<file path="config.mk">
export PLATFORM = sky130hd
export DESIGN_NAME = stop_it_ng
export DESIGN_NICKNAME = d
export VERILOG_FILES = /design/src/rtl/stop_it_ng.sv
export SDC_FILE = /design/constraint.sdc
export NUM_CORES = 1
export LEC_CHECK = 0
export ABC_AREA = 1
export CORE_MARGIN = 2
export CORE_UTILIZATION = 50
export DETAILED_ROUTE_END_ITERATION = 10
export PLACE_DENSITY = 0.91
export SYNTH_ARGS = -nofsm -noshare
export SYNTH_HDL_FRONTEND = slang
export SYNTH_SLANG_ARGS = --single-unit
</file>
<file path="constraint.sdc">
create_clock -name clk_4_i -period 2.4 [get_ports clk_4_i]
set_input_delay 0.48 -clock clk_4_i [delete_from_list [all_inputs] [get_ports clk_4_i]]
set_output_delay 0.48 -clock clk_4_i [all_outputs]
set_load 0.01 [all_outputs]
</file>
<file path="src/rtl/stop_it_ng.sv">
// ---------------------------------------------------------------------------
// stop_it_ng -- "stop it" reaction game.
//
// The player presses go, a short STARTING phase shows both displays, then a
// counter runs (down or up) until the player presses stop.  Stopping on the
// target value advances the LED level bar; stopping with a full bar wins.
// The target is taken from a free-running Fibonacci LFSR when the game starts.
//
// Optional feature (macro STOP_IT_LIVES_EN): a three-life counter; running
// out of lives on a wrong stop clears the LED level bar.
//
// Parameters
//   COUNT_W      width of counter, target and LFSR (3..8)
//   LEVELS       number of LED level positions (2..32)
//   START_TICKS  cycles spent in STARTING (>= 2)
//   RESULT_TICKS cycles spent in WRONG / CORRECT (even, >= 2)
//   MODE         0 = count down from all-ones, 1 = count up from zero
//   TAPS         LFSR feedback tap mask
//
// Ports
//   clk_4_i      clock, rising edge
//   rst_i        synchronous active-high reset
//   go_i         start a game / leave WON
//   stop_i       stop the counter
//   load_i       preload LEDs from switches_i while idle
//   switches_i   LED preload value
//   leds_o       level indicator
//   count_o      game counter
//   target_o     target value
//   count_en_o   counter display enable
//   target_en_o  target display enable
//   state_o      IDLE=0 STARTING=1 COUNTING=2 WRONG=3 CORRECT=4 WON=5
// ---------------------------------------------------------------------------
module stop_it_ng #(
   parameter int                 COUNT_W      = 5,
   parameter int                 LEVELS       = 16,
   parameter int                 START_TICKS  = 8,
   parameter int                 RESULT_TICKS = 16,
   parameter int                 MODE         = 0,
   parameter logic [COUNT_W-1:0] TAPS         = COUNT_W'(5'b10100)
) (
   input  logic               clk_4_i,
   input  logic               rst_i,
   input  logic               go_i,
   input  logic               stop_i,
   input  logic               load_i,
   input  logic [LEVELS-1:0]  switches_i,
   output logic [LEVELS-1:0]  leds_o,
   output logic [COUNT_W-1:0] count_o,
   output logic [COUNT_W-1:0] target_o,
   output logic               count_en_o,
   output logic               target_en_o,
   output logic [2:0]         state_o
);

   typedef enum logic [2:0] {
      ST_IDLE     = 3'd0,
      ST_STARTING = 3'd1,
      ST_COUNTING = 3'd2,
      ST_WRONG    = 3'd3,
      ST_CORRECT  = 3'd4,
      ST_WON      = 3'd5
   } state_t;

   // The phase timer only has to reach the longer of the two fixed phases;
   // in WON it simply free-runs and wraps.
   localparam int TMAX    = (START_TICKS > RESULT_TICKS) ? START_TICKS : RESULT_TICKS;
   localparam int TIMER_W = $clog2(TMAX);

   localparam logic [TIMER_W-1:0] START_LAST  = TIMER_W'(START_TICKS - 1);
   localparam logic [TIMER_W-1:0] RESULT_LAST = TIMER_W'(RESULT_TICKS - 1);

   localparam logic [COUNT_W-1:0] COUNT_INIT = (MODE == 0) ? {COUNT_W{1'b1}} : '0;

   state_t               state_q, state_d;
   logic [TIMER_W-1:0]   timer_q, timer_d;
   logic [COUNT_W-1:0]   lfsr_q, lfsr_d;
   logic [COUNT_W-1:0]   count_q, count_d;
   logic [COUNT_W-1:0]   target_q, target_d;
   logic [LEVELS-1:0]    leds_q, leds_d;
   logic                 win_q, win_d;

   logic                 start_done;
   logic                 result_done;
   logic                 on_target;
   logic                 leds_full;
   logic                 lfsr_fb;
   logic                 lfsr_run;
   logic                 lives_out;

   assign start_done  = (timer_q == START_LAST);
   assign result_done = (timer_q == RESULT_LAST);
   assign on_target   = (count_q == target_q);
   assign leds_full   = (leds_q == {LEVELS{1'b1}});
   assign lfsr_fb     = ^(lfsr_q & TAPS);

   // ------------------------------------------------------------------------
   // Next-state logic
   // ------------------------------------------------------------------------
   always_comb begin
      state_d = state_q;
      case (state_q)
         ST_IDLE: begin
            if (go_i) state_d = ST_STARTING;
         end
         ST_STARTING: begin
            if (start_done) state_d = ST_COUNTING;
         end
         ST_COUNTING: begin
            if (stop_i) state_d = on_target ? ST_CORRECT : ST_WRONG;
         end
         ST_WRONG: begin
            if (result_done) state_d = ST_IDLE;
         end
         ST_CORRECT: begin
            if (result_done) state_d = win_q ? ST_WON : ST_IDLE;
         end
         ST_WON: begin
            if (go_i) state_d = ST_IDLE;
         end
         default: state_d = ST_IDLE;
      endcase
   end

`ifdef STOP_IT_LIVES_EN
   localparam logic [1:0] LIVES = 2'd3;

   logic [1:0] lives_q, lives_d;

   // A life is lost on entering WRONG; the last cycle of a WRONG phase with
   // no lives left wipes the level bar and hands out a fresh set of lives.
   assign lives_out = (state_q == ST_WRONG) && result_done && (lives_q == 2'd0);

   always_comb begin
      lives_d = lives_q;
      if ((state_q == ST_COUNTING) && (state_d == ST_WRONG)) begin
         lives_d = lives_q - 2'd1;
      end else if (lives_out) begin
         lives_d = LIVES;
      end
   end

   always_ff @(posedge clk_4_i) begin
      if (rst_i) begin
         lives_q <= LIVES;
      end else begin
         lives_q <= lives_d;
      end
   end
`else
   assign lives_out = 1'b0;
`endif

   // ------------------------------------------------------------------------
   // Datapath next values
   // ------------------------------------------------------------------------
   assign lfsr_run = (state_q == ST_IDLE) || (state_q == ST_WRONG) ||
                     (state_q == ST_CORRECT);

   always_comb begin
      // Timer restarts at zero whenever the state changes.
      timer_d = (state_d != state_q) ? '0 : timer_q + TIMER_W'(1);

      // All-zeros is the LFSR lock-up state; kick it back to 1.
      lfsr_d = lfsr_q;
      if (lfsr_q == '0) begin
         lfsr_d = COUNT_W'(1);
      end else if (lfsr_run) begin
         lfsr_d = {lfsr_q[COUNT_W-2:0], lfsr_fb};
      end

      target_d = target_q;
      if ((state_q == ST_IDLE) && go_i) begin
         target_d = lfsr_q;
      end

      count_d = count_q;
      if ((state_q == ST_STARTING) && start_done) begin
         count_d = COUNT_INIT;
      end else if ((state_q == ST_COUNTING) && !stop_i) begin
         count_d = (MODE == 0) ? count_q - COUNT_W'(1) : count_q + COUNT_W'(1);
      end

      win_d = win_q;
      if ((state_q == ST_COUNTING) && stop_i && on_target && leds_full) begin
         win_d = 1'b1;
      end else if ((state_q == ST_WON) && go_i) begin
         win_d = 1'b0;
      end

      leds_d = leds_q;
      case (state_q)
         ST_IDLE: begin
            // go_i wins over load_i in the same cycle
            if (!go_i && load_i) leds_d = switches_i;
         end
         ST_CORRECT: begin
            if (result_done && !win_q) leds_d = {leds_q[LEVELS-2:0], 1'b1};
         end
         ST_WRONG: begin
            if (lives_out) leds_d = '0;
         end
         ST_WON: begin
            if (go_i) leds_d = '0;
         end
         default: leds_d = leds_q;
      endcase
   end

   // ------------------------------------------------------------------------
   // State and datapath registers
   // ------------------------------------------------------------------------
   always_ff @(posedge clk_4_i) begin
      if (rst_i) begin
         state_q  <= ST_IDLE;
         timer_q  <= '0;
         lfsr_q   <= COUNT_W'(1);
         count_q  <= '0;
         target_q <= '0;
         leds_q   <= '0;
         win_q    <= 1'b0;
      end else begin
         state_q  <= state_d;
         timer_q  <= timer_d;
         lfsr_q   <= lfsr_d;
         count_q  <= count_d;
         target_q <= target_d;
         leds_q   <= leds_d;
         win_q    <= win_d;
      end
   end

   // ------------------------------------------------------------------------
   // Outputs
   // ------------------------------------------------------------------------
   always_comb begin
      count_en_o  = 1'b1;
      target_en_o = 1'b0;
      leds_o      = leds_q;
      case (state_q)
         ST_IDLE: begin
            count_en_o  = 1'b1;
            target_en_o = 1'b0;
         end
         ST_STARTING, ST_COUNTING: begin
            count_en_o  = 1'b1;
            target_en_o = 1'b1;
         end
         ST_WRONG: begin
            // displays alternate
            count_en_o  = ~timer_q[0];
            target_en_o = timer_q[0];
         end
         ST_CORRECT: begin
            // displays flash together
            count_en_o  = ~timer_q[0];
            target_en_o = ~timer_q[0];
         end
         ST_WON: begin
            count_en_o  = 1'b1;
            target_en_o = 1'b1;
            leds_o      = timer_q[0] ? '0 : {LEVELS{1'b1}};
         end
         default: begin
            count_en_o  = 1'b1;
            target_en_o = 1'b0;
         end
      endcase
   end

   assign count_o  = count_q;
   assign target_o = target_q;
   assign state_o  = state_q;

endmodule

</file>
### Yosys cells after proc, flatten, opt, wreduce, memory -nomap -nowiden

Index checks and enable logic that the tools add are counted.

| storage, ports and cells | value |
|---|---|
| register bits | 39 |
| bits in latches | 0 |
| bits in writable memories | 0 |
| memory bits (read-only) | 0 |
| bits of input ports | 21 |
| output and inout port bits | 31 |
| word-level logic and storage cells | 69 |
| memories | 0 |

| cells by class | value |
|---|---|
| add/subtract/negate cells | 2 |
| multiply operators | 0 |
| div/mod/pow operators | 0 |
| magnitude comparators | 0 |
| equality and inequality tests | 13 |
| shifts and indexed selects | 0 |
| mux-type cells | 21 |
| bitwise logic cells | 1 |
| reductions and logical operators | 25 |

Operators with widths:

| operator | count |
|---|---|
| two-way mux 16 bit | 5 |
| case mux 16 bit (3 select lines) | 1 |
| two-way mux 3 bit | 8 |
| case mux 3 bit (6 select lines) | 1 |
| equality test 16 bit, second input constant | 1 |
| two-way mux 5 bit | 2 |
| logical AND 1 bit | 9 |
| equality test 3 x 2 -> 1 bit, second input constant | 2 |
| equality test 3 bit, second input constant | 2 |
| OR reduction 2 bit | 3 |
| equality test 5 bit | 1 |
| zero test 5 bit | 1 |
| XOR reduction 5 bit | 1 |
| subtractor 5 x 1 -> 5 bit, second input constant | 1 |
| adder 4 x 1 -> 4 bit, second input constant | 1 |
| equality test 4 x 3 -> 1 bit, second input constant | 1 |
| equality test 4 bit, second input constant | 1 |
| != test 2 x 1 -> 1 bit, second input constant | 2 |
| AND reduction 4 bit | 1 |
| nonzero test 2 bit | 2 |
| equality test 3 x 1 -> 1 bit, second input constant | 1 |
| zero test 1 bit | 3 |
| zero test 3 bit | 1 |
| two-way mux 1 bit | 3 |
| other kinds (7) | 8 |

### Logic depth before layout (Yosys ltp)

Gate-level depths: netlist of run 1.

| logic depth | value |
|---|---|
| depth in word-level cells | 6 |
| gate-level depth with buffers | 12 |
| gate-level depth less buffers | 11 |

### Worst setup path before layout of run 1

Ideal clock, no wire load.

| timing path | value |
|---|---|
| path kind | register -> output |
| start | register state_q[2], in the netlist state_o[2] |
| end | output port leds_o[10] |
| arrival time | 1.191 ns |
| data required time | 1.920 ns |
| setup slack | 0.729 ns |
| cell stages (with the launch flop) | 6 |
| buffers on the path | 1 |
| path through | dfxtp_1 inv_2 nor2_1 nand3_1 clkbuf_1 o21ai_0 |

| on the way | value |
|---|---|
| word-level cells in the longest chain between the ends | 2 |

RTL lines:

| element | RTL line | RTL |
|---|---|---|
| start: declaration | 75 | `state_t state_q, state_d;` |
| start signal: assignment | 223 | `state_q <= state_d;` |
| equality test 3 bit | 240 | `case (state_q)` |
| two-way mux 16 bit | 240 |  |
| end: declaration | 48 | `output logic [LEVELS-1:0] leds_o,` |

Every way passes these cells.

### Final worst setup path of run 1

| timing path | value |
|---|---|
| start | register state_q[0], in the netlist state_o[0] |
| end | output port count_en_o |

| on the way | value |
|---|---|
| word-level cells in the longest chain between the ends | 3 |
| elaborated cells on any way between the ends | 4 |
| classes of those cells | eq/ne (2); mux (1); reduce/logical (1) |

RTL lines:

| element | RTL line | RTL |
|---|---|---|
| equality test 3 x 2 -> 1 bit or equality test 3 bit (tied branches) | 240 |  |
| OR reduction 2 bit (no line) (*) | n/a |  |
| two-way mux 1 bit (*) | n/a |  |
| end: declaration | 51 | `output logic count_en_o,` |

Mark *: on every way between the ends. The rest lies on a longest branch, timed or not.

==> summary.md, run 1 <==
| Metric | Value |
|---|---|
| CP cell instances | `inv_2 -> nand2_1 -> nor2_2 -> o21ai_0 -> clkdlybuf4s50_1` |
| Hold Path Class | `reg2reg` |
| WL/cell | `11.8 µm` |
| Initial antenna violation count | `0` |
| Synth Area in Simple Gates | `35.4%` |
| Startpoint types | `flip-flop` |
| Sink Count | `39` |
| Cell variety after synth | `30` |
| Req. time, crit path | `1920 ps` |
| Layout cell share with drive strength beyond 1 | `5.96%` |
| # rows | `24` |
| F_max | `447 MHz` |
| Power Density | `527 nW/µm²` |
| Mapped Cells | `354` |
| Setup violators final | `0` |
| Total power | `0.00150 W` |
| Largest net degree at the start of global routing | `33` |
| Die area | `4980 µm²` |
| Worst EP arrival | `1760 ps` |
| Area of the multi-input gates | `1190 µm²` |
| Clock transition at the registers of the reported paths | `70 ps` |
| Crit path largest cell delay | `560 ps` |
| Via count | `2327` |
| Setup Skew | `6.42 ps` |
| Die Height | `70.6 µm` |
| Max clock buf depth | `2` |
| Diodes inserted | `0` |
| CP Max Fanout | `9` |
| Synthesized cell area | `2220 µm²` |
| CTS buffer count | `5` |
| Post-synthesis mux area share | `0%` |
| Clock latency on the worst-skew pair | `280 ps` |
| Initial core utilization | `51.3%` |
| Area fraction in compound gates after synthesis | `15.5%` |
| DRT Pass-1 Iters | `4` |
| Final hold violations | `0` |
| First DRT Iteration DRCs | `224` |
| Dpl ws | `197 ps` |
| H-tree depth | `2` |
| Post-DP HPWL | `3.95 mm` |
| Type of the worst setup path | `reg2out` |
| PnR worst setup slack | `163 ps` |
| Drt via density | `5.11` |
| Seq cells post-synth | `39` |
| Slew margin rel. | `45.5%` |
| Worst Tran Pin Value | `807 ps` |
| Global route overflow | `0` |
| Global-route wire length before repair | `9.01 mm` |
| Crit-path slowest cell | `clkdlybuf4s50_1` |
| Core area | `4320 µm²` |
| Die Wd | `70.6 µm` |
| Sequential fraction of the synthesis area | `35.2%` |
| Fill cells | `384` |
| Syn. warnings | `0` |
| IO Port Bufs | `51` |
| Largest family of logic cells by synthesized area | `simple AND/OR/NAND/NOR gates` |
| Most common cell after layout, fill and taps aside | `nand2_1` |
| Commonest cells after routing, fill and taps aside | `83 x nand2_1, 52 x nor2_1, 51 x clkdlybuf4s50_1` |
| Max Slew Vio Count | `0` |
| Period utilisation layout | `93.2%` |
| All-Layer GR Usage | `21.9%` |
| Area Overhead vs Synth | `28.3%` |
| Gpl congestion | `0.876` |
| Peak supply drop | `0.429 mV` |
| Net count after synthesis | `377` |
| Non-filler instance count after layout | `455` |
| Status | `complete, no violations` |
| Syn avg cell area | `6.26 µm²` |
| Ports | `52` |
| Post-synthesis adder-cell area fraction | `1.13%` |
| WHS | `492 ps` |
| Setup TNS | `0 ps` |
| Crit. End Element | `output port` |
| Number of global-route vias before repair | `2124` |
| Post-CTS Setup Bufs | `0` |
| Synth Area in XOR/XNOR | `1.19%` |
| Nets | `425` |
| Detailed-route DRC error count | `0` |
| Unrepaired setup endpoints after global routing | `false` |
| Max-cap violations | `0` |
| Cells after DPL | `447` |
| CTS tree | `done` |
| Static Leak | `1.31 nW` |
| Reg-to-reg slack, setup | `440 ps` |
| Post-route ant nets | `0` |
| Root Buffer | `clkbuf_8` |
| Post-Route WL | `5.38 mm` |
| Register Area | `782 µm²` |
| Tmin final | `2240 ps` |
## layout make-up
type / count / share of cell area [%]
Clock inverter: 1 / 0.176
Timing Repair Buffer: 55 / 19.0
Inverter: 48 / 6.42
Sequential cell: 39 / 27.5
Tap cell: 52 / 2.29
Clock buffer: 7 / 2.68
Multi-Input combinational cell: 253 / 42.0
## cell usage after synthesis
cell	count	share of area, %
buf_1	1	0.17
o21ai_0	41	9.3
xnor2_1	1	0.40
o21ai_2	1	0.40
nor2_2	1	0.28
clkbuf_1	6	1.0
nor3_1	4	0.90
inv_2	3	0.51
clkinv_2	1	0.23
nand3_1	30	6.8
buf_4	1	0.34
nand3_4	1	0.79
dfxtp_1	39	35
buf_6	2	1.0
o41ai_1	1	0.40
nand3b_4	1	0.90
xor2_1	2	0.79
buf_2	4	0.90
nand3_2	1	0.45
nor4_1	1	0.28
nand4_1	5	1.4
nor2_1	53	9.0
inv_1	44	7.4
a211oi_1	1	0.34
or2_2	1	0.28
nand2_2	1	0.28
o31ai_1	1	0.34
a21oi_1	21	4.7
ha_1	2	1.1
nand2_1	83	14
## cells by family after synthesis
kind of cell	Yosys count
AOI/OAI and AO/OA	66
xor gates and xnor gates	3
and+or+nand+nor	182
DFF	39
adders and majority gates	2
buffers and inverters	62
## layer usage
layer  GRT usage, %  wire length (µm)  vias up
met3           5.41               302        8
met2           37.4              2670       60
li1               -                 -     1224
met5              0                 0        -
met4           8.18                76        0
met1           26.9              2330     1035
## power breakdown
part / switching (W) / leakage [nW] / internal (W)
logic: 0.000180 / 0.950 / 0.000167
clock network: 0.000206 / 0.0422 / 0.000204
registers: 0.0000406 / 0.320 / 0.000700
total: 0.000427 / 1.31 / 0.00107
## critical path: cells and delay by family, from the launching register on
kind / cells / cell delay [ps]
buf+inv: 2 / 650
flops: 1 / 470
compound gates: 1 / 160
simple gates: 2 / 190
## what timing repair did
action                                  4_1_cts  5_1_grt
hold buffers                                  0        0
resized for setup                             1        6
pin swaps                                     0        1
endpoints found under the setup margin       16       17
## worst paths after layout
| path | startpoint | endpoint | cells past startpoint |
|---|---|---|---|
| hold / removal | win_q | win_q | 2 |
| hold reg to reg | win_q | win_q | 2 |
| setup reg to reg | timer_q[0] | timer_q[2] | 9 |
| setup / recovery | state_o[0] | count_en_o | 5 |
## flip-flops by register name (all words and copies together), names as in the netlist
name and flops:
win_q 1, state_o 3, lfsr_q 5, leds_q 16
timer_q 4, count_o 5, target_o 5
## through the flow
| stage | util, % | area [µm²] |
|---|---|---|
| finish | 65.8 | 2850 |
| floorplan | - | 2220 |
| CTS | 65.5 | 2830 |
| global placement | 63.5 | 2750 |
| global route | 65.8 | 2850 |
| detailed placement | 63.5 | 2750 |
No activity file was read; power rests on OpenSTA's default activity.
==> run 2: changes to the inputs <==
CELL_PAD_IN_SITES_DETAIL_PLACEMENT = 0   (was default)
CELL_PAD_IN_SITES_GLOBAL_PLACEMENT = 1   (was default)
CORE_UTILIZATION = 37   (was 50)
PLACE_DENSITY = 0.95   (was 0.91)
==> run 2 against run 1 <==
Against the previous run:
- global-route usage is 3.9 points lower
- clock power is 4% higher
- hold slack better by 0.89 ps
- sequential share of layout area is 0.51 points lower
- flip-flop and latch count stayed put
- highest routed layer unchanged
- largest cell class unchanged
- critical path type unchanged
==> summary.md, run 2 (same netlist as run 1, synthesis figures left out) <==
| Metric | Value |
|---|---|
| Max reg flops | `16` |
| Static Leak | `1.54 nW` |
| Gpl congestion | `0.813` |
| Detailed-route DRC error count | `0` |
| Req. time, crit path | `1920 ps` |
| Most common cell after layout, fill and taps aside | `nand2_1` |
| Initial core utilization | `37.9%` |
| WL/cell | `11.7 µm` |
| Nets | `427` |
| Unrepaired setup endpoints after global routing | `false` |
| Global-route wire length before repair | `9.25 mm` |
| Setup TNS | `0 ps` |
| DRT Pass-1 Iters | `4` |
| First DRT Iteration DRCs | `135` |
| Fill cells | `611` |
| CTS buffer count | `5` |
| Post-Route WL | `5.61 mm` |
| F_max | `441 MHz` |
| Status | `complete, no violations` |
| Non-filler instance count after layout | `480` |
| CTS tree | `done` |
| Die area | `6630 µm²` |
| Worst Tran Pin Value | `830 ps` |
| Clock latency on the worst-skew pair | `290 ps` |
| Initial antenna violation count | `0` |
| Ports | `52` |
| IO Port Bufs | `51` |
| Final hold violations | `0` |
| Diodes inserted | `0` |
| Tmin final | `2270 ps` |
| Cells after DPL | `472` |
| Root Buffer | `clkbuf_8` |
| Commonest cells after routing, fill and taps aside | `83 x nand2_1, 53 x nor2_1, 44 x inv_1` |
| Startpoint types | `flip-flop` |
| Drt via density | `4.76` |
| Period utilisation layout | `94.6%` |
| Worst EP arrival | `1790 ps` |
| Power Density | `517 nW/µm²` |
| Clock transition at the registers of the reported paths | `70 ps` |
| Die Wd | `81.4 µm` |
| Largest net degree at the start of global routing | `33` |
| Post-route ant nets | `0` |
| Post-DP HPWL | `4.12 mm` |
| Via count | `2285` |
| Number of global-route vias before repair | `2013` |
| Max clock buf depth | `2` |
| Type of the worst setup path | `reg2out` |
| Max-cap violations | `0` |
| Die Height | `81.4 µm` |
| Hold_buf cts | `0` |
| Layout cell share with drive strength beyond 1 | `6.17%` |
| H-tree depth | `2` |
| Dpl ws | `278 ps` |
| Area Overhead vs Synth | `31.4%` |
| PnR worst setup slack | `130 ps` |
| Post-CTS Setup Bufs | `0` |
| Top reg by flops | `leds_q` |
| Setup Skew | `3.90 ps` |
| Setup violators final | `0` |
| Global route overflow | `0` |
| All-Layer GR Usage | `18.0%` |
| # rows | `28` |
| Crit. End Element | `output port` |
| CP Max Fanout | `16` |
| Peak supply drop | `0.309 mV` |
| Max Slew Vio Count | `0` |
| Core area | `5850 µm²` |
| Slew margin rel. | `43.9%` |
| Hold Path Class | `reg2reg` |
| Sink Count | `39` |
[run 2: cell count changes in the layout (fill, tap and decap cells not counted), sizes merged]
cell	delta
buf	+2
clkdlybuf4s50	-14
dlymetal6s2s	+14
[run 2: layout make-up]
type	instances	area (µm²)	share of cell area [%]
inverter	48	183	6.27
tap	75	93.8	3.22
timing repair buffer	57	591	20.3
multi-input combinational	253	1180	40.5
sequential	39	786	27.0
clock inverter	1	5.00	0.172
clock buffer	7	76.3	2.62
[run 2: layer usage]
| layer | vias to the layer above | share of wire (%) | track usage [%] |
|---|---|---|---|
| met1 | 1018 | 49 | 24.2 |
| li1 | 1226 | - | - |
| met2 | 34 | 45 | 28.9 |
| met4 | 0 | 0.91 | 4.07 |
| met5 | - | 0 | 0 |
| met3 | 7 | 4.9 | 4.84 |
[run 2: worst paths after layout]
kind	from	end	slack, ps	cells past startpoint
setup / recovery	state_o[2]	leds_o[15]	130	6
hold / removal	target_o[2]	target_o[2]	490	2
setup reg to reg	timer_q[0]	timer_q[2]	510	9
hold reg to reg	target_o[2]	target_o[2]	490	2
[run 2: critical path, stage by stage (launching register included)]
cell             delay, ps
dfxtp_4                400
inv_2                   70
nor2_1                 120
nand3_1                 80
buf_4                  190
o21ai_0                 80
clkdlybuf4s50_1        560
[run 2: power breakdown]
group          switching [W]  internal [W]  total [W]
registers          0.0000399      0.000698   0.000738
clock network       0.000222      0.000204   0.000426
logic               0.000179      0.000163   0.000342
[run 2: timing repair]
action                     4_1_cts  5_1_grt
hold endpoints to repair         0        0
gates resized for setup          1       17
setup endpoints to repair       16       17
[run 2: per-stage QoR]
| stage | power (W) | hold WS [ps] | instance area, µm² | utilization (%) |
|---|---|---|---|---|
| after floorplan | 0.000957 | 457 | 2220 | - |
| after global placement | 0.00110 | 480 | 2790 | 47.7 |
| after detailed placement | 0.00110 | 481 | 2790 | 47.7 |
| after CTS | 0.00153 | 497 | 2870 | 49.1 |
| after global routing | 0.00160 | 522 | 2910 | 49.8 |
| final | 0.00151 | 492 | 2910 | 49.8 |
